==> config.mk <==
export PLATFORM = sky130hd
export DESIGN_NAME = mux8way_collector
export DESIGN_NICKNAME = d
export VERILOG_FILES = /design/src/rtl/mux8way_collector.sv
export SDC_FILE = /design/constraint.sdc
export NUM_CORES = 1
export LEC_CHECK = 0
export BUFFER_PORTS_ARGS = -buffer_cell sky130_fd_sc_hd__buf_2
export CAP_MARGIN = 40
export CORE_MARGIN = 8
export CORE_UTILIZATION = 40
export CTS_CLUSTER_DIAMETER = 60
export CTS_CLUSTER_SIZE = 10
export DETAILED_ROUTE_END_ITERATION = 16
export GPL_TIMING_DRIVEN = 0
export PLACE_DENSITY = 0.73
export SLEW_MARGIN = 20
export SYNTH_ARGS = -nofsm -noshare
export SYNTH_HDL_FRONTEND = slang
export SYNTH_SLANG_ARGS = --single-unit
==> constraint.sdc <==
create_clock -name clk -period 3.31 [get_ports clk]
set_clock_uncertainty 0.2 [all_clocks]
set_input_delay 0 -clock clk [delete_from_list [all_inputs] [get_ports clk]]
set_output_delay 0 -clock clk [all_outputs]
set_load 0.005 [all_outputs]
==> src/rtl/mux8way_collector.sv <==
// Eight-to-one collecting mux with a registered valid/ready output stage.
// Define MUX8WAY_RR_EN for round-robin arbitration; otherwise lowest valid lane wins.
module mux8way_collector #(
    parameter int unsigned WIDTH = 16
) (
    input  logic               clk,
    input  logic               rst_n,
    input  logic [7:0]         in_valid,
    input  logic [8*WIDTH-1:0] in_data,
    output logic [7:0]         in_ready,
    output logic               out_valid,
    input  logic               out_ready,
    output logic [WIDTH-1:0]   out_data,
    output logic [2:0]         out_sel
);

    typedef enum logic {StEmpty, StFull} state_e;

    state_e           state_q, state_d;
    logic [WIDTH-1:0] data_q, data_d;
    logic [2:0]       sel_q, sel_d;
    logic [2:0]       ptr;
    logic [2:0]       idx;
    logic [2:0]       win;
    logic             found;
    logic             load;

`ifdef MUX8WAY_RR_EN
    logic [2:0] ptr_q, ptr_d;

    assign ptr   = ptr_q;
    // 3-bit add wraps lane 7 back to lane 0.
    assign ptr_d = load ? win + 3'd1 : ptr_q;

    always_ff @(posedge clk or negedge rst_n) begin
        if (!rst_n) begin
            ptr_q <= 3'd0;
        end else begin
            ptr_q <= ptr_d;
        end
    end
`else
    assign ptr = 3'd0;
`endif

    // First valid lane at or after ptr, wrapping modulo 8.
    always_comb begin
        win   = 3'd0;
        found = 1'b0;
        idx   = 3'd0;
        for (int i = 0; i < 8; i++) begin
            idx = ptr + 3'(i);
            if (!found && in_valid[idx]) begin
                win   = idx;
                found = 1'b1;
            end
        end
    end

    // rst_n gates load so no lane is granted while reset is asserted.
    assign load     = found && rst_n && ((state_q == StEmpty) || out_ready);
    assign in_ready = load ? (8'd1 << win) : 8'd0;

    always_comb begin
        state_d = state_q;
        data_d  = data_q;
        sel_d   = sel_q;
        case (state_q)
            StEmpty: if (load) state_d = StFull;
            StFull:  if (!load && out_ready) state_d = StEmpty;
            default: state_d = StEmpty;
        endcase
        if (load) begin
            data_d = in_data[32'(win) * WIDTH +: WIDTH];
            sel_d  = win;
        end
    end

    always_ff @(posedge clk or negedge rst_n) begin
        if (!rst_n) begin
            state_q <= StEmpty;
            data_q  <= '0;
            sel_q   <= 3'd0;
        end else begin
            state_q <= state_d;
            data_q  <= data_d;
            sel_q   <= sel_d;
        end
    end

    assign out_valid = (state_q == StFull);
    assign out_data  = data_q;
    assign out_sel   = sel_q;

endmodule

==> qor.yml <==
route:
  routed_wirelength_mm: 13.0
  drc: 0
  final_antenna_net_count: 0
  drt_pre_antenna_iters: 5
  drt-initial-drc-count: 246
  route.vias.total: 3841
  routed_wire_length_per_instance_um: 21.2
  via_per_inst: 6.26
floorplan:
  placeableCoreArea_um2: 6280
  initial_core_util_pct: 40.7
  floorplan.die.width_um: 96.0
  die-area_um2: 9210
  floorplan.rows: 29
  top_level_ports: 167
  die_h_um: 96.0
final_layout:
  most-common-layout-cells: "buf_2 (174), dlygate4sd3_1 (55), a32oi_1 (27)"
  n_fill_cell: 567
  layout.area.seq_um2: 500
  drive_above_1_share_pct: 39.3
  area_occupied_by_multi_input_gates_um2: 1800
  num-nets-final: 677
  syn_to_final_growth_pct: 61.0
  final_common_cell: "buf_2"
  antenna_cell_count: 0
clock_network:
  worstSkewPairLatency_ns: 0.28
  number_of_buffers_created_by_cts: 3
  clk_transition_reported_paths_ns: 0.10
  clockBufferDepth: 2
  cts_tree: "done"
  cts-htree-levels: 1
  post_cts.repair.setup_buffers: 0
  cts_sinks: 20
  root_buffer: "clkbuf_8"
sta:
  fin_hold_ws_ns: -0.0401
  share_of_the_clock_period_used_by_the_worst_path_after_layout_pct: 94.1
  finalMaxSlewViolations: 0
  setup_slack_ns: 0.196
  finalHoldViolations: 21
  finalCriticalPeriod_ns: 3.11
  worst_margin_slew_ns: 0.724
  final.setup.tns_ns: 0
  grt_setup_unrepaired: "no"
  max_transition_margin_pct: 51.7
  fmax_ghz: 0.321
  finalSetupViolCount: 0
grt:
  globalRouteTotalUtil_pct: 26.9
  congestion_overflow_gr: 0
  antenna_found_initial: 0
  number_of_global_route_vias_before_repair: 3985
  grt_pass1_wl_mm: 19.3
  grt_start_max_net_pins: 27
power_and_ir_drop:
  leak_uw: 0.00181
  vdd.ir_drop.worst_v: 0.000171
  power_density_nw_per_um2: 274
logic_synthesis:
  synthTopCellsByArea: "dfrtp_1 (20%), a32oi_1 (9.2%), inv_1 (3.4%)"
  yosys_register_bits: 20
  post_synth_instance_area_um2: 2560
  ys_dominant_reg_cell: "dfrtp_1"
  yosysTopAreaCell: "dfrtp_1"
  yosys.cell_types.count: 58
  syn-instance-count: 311
  yosysWarningCount: 0
  netlist.area_leader.share_pct: 19.6
  async_reset_ff_share_pct: 100
  syn_avg_cell_area_um2: 8.22
  mappedNetlistNets: 450
  synth_enable_flop_cells: 0
  yosysSeqAreaShare_pct: 19.6
outcome:
  failed_checks: "hold timing"
  outcome: "complete, but fails checks"
setup_path:
  timing.critical_path.from_type: "input port"
  setup.worst_path.class: "input port to flip-flop"
  worst-endpoint-arrival_ns: 3.12
  end_kind: "flip-flop"
  crit_fanout: 26
  worst-endpoint-required_ns: 3.32
placement:
  routabilityCongestion: 0.924
  place_hpwl_mm: 9.48
  place_worst_setup_slack_ns: 0.972
  place.port_buffers: 165
hold_path:
  min_path_type: "input port to async pin"
run:
  cap_violations: 0
## metal layers
metal / share of wire, % / vias up / GRT usage, %
li1: - / 1743 / -
met1: 39 / 1780 / 31.7
met2: 48 / 283 / 46.1
met3: 12 / 35 / 7.33
met4: 2.2 / 0 / 9.35
met5: 0 / - / 0
## final timing paths
check / from / end / slack [ns] / cells past startpoint
min in group clk: in_data[102] / out_data[6] / -0.01 / 4
setup / recovery: rst_n / out_data[14] / 0.20 / 10
setup reg to reg: out_valid / out_data[14] / 0.25 / 9
hold / removal: rst_n / out_valid / -0.04 / 2
hold reg to reg: out_sel[1] / out_sel[1] / 0.28 / 2
max in group asynchronous: rst_n / out_data[4] / 2.68 / 2
## cell usage after synthesis, types with 8 or more instances
master	number
nor2_1	14
inv_1	23
clkbuf_1	17
o21a_1	11
a211o_1	8
or3_1	8
nor3_1	11
o211ai_1	11
a32oi_1	27
nand2_1	13
buf_2	10
dfrtp_1	20
## what timing repair did
| action | CTS | global route |
|---|---|---|
| endpoints found under the hold margin | 38 | 0 |
| setup endpoints to repair | 0 | 5 |
| gates resized for setup | 0 | 2 |
| hold buffers | 55 | 0 |
## kinds of logic (layout without fill, tap and decap cells)
family | count (synthesis) | after routing | share of synthesized area, %
compound gates | 149 | 149 | 51.5
flops | 20 | 20 | 19.6
buf+inv | 56 | 282 | 10.0
simple gates | 86 | 86 | 18.9
## sequential cells by signal (all words and copies together), names as in the netlist
| register | count |
|---|---|
| out_data | 16 |
| out_sel | 3 |
| out_valid | 1 |
## worst max-delay path, cell delays in order
cell and delay (ns):
dlygate4sd3_1 0.53, buf_4 0.33, and3_1 0.20, buf_2 0.24, buf_2 0.29, o31a_1 0.20
nand3_1 0.07, dlygate4sd3_1 0.56, o211ai_1 0.10, dlygate4sd3_1 0.59
## where the power goes
| group | switching, µW | internal [µW] | total (µW) |
|---|---|---|---|
| clock network | 106 | 162 | 268 |
| logic | 261 | 285 | 546 |
| registers | 24.9 | 288 | 313 |
## area by class of cell
cell class | count | share of cell area, %
flip-flops and latches | 20 | 12.2
clock inverters | 1 | 0.729
clock buffers | 3 | 1.00
multi-input cells | 235 | 43.7
repair buffers | 222 | 33.8
inverters | 23 | 2.10
well taps | 77 | 2.34
plain buffers | 33 | 4.13
## per-stage QoR
stage	instances	utilization, %	hold slack, ns	instance area (µm²)	total power, µW
floorplan	311	-	-0.496	2560	546
detailed placement	554	55.6	-0.172	3490	759
global placement	553	55.4	-0.178	3480	750
finish	614	65.6	-0.0401	4120	1130
global route	614	65.6	0.00418	4120	1180
CTS	613	65.5	0.00616	4110	1110
(Power assumes the default switching activity.)
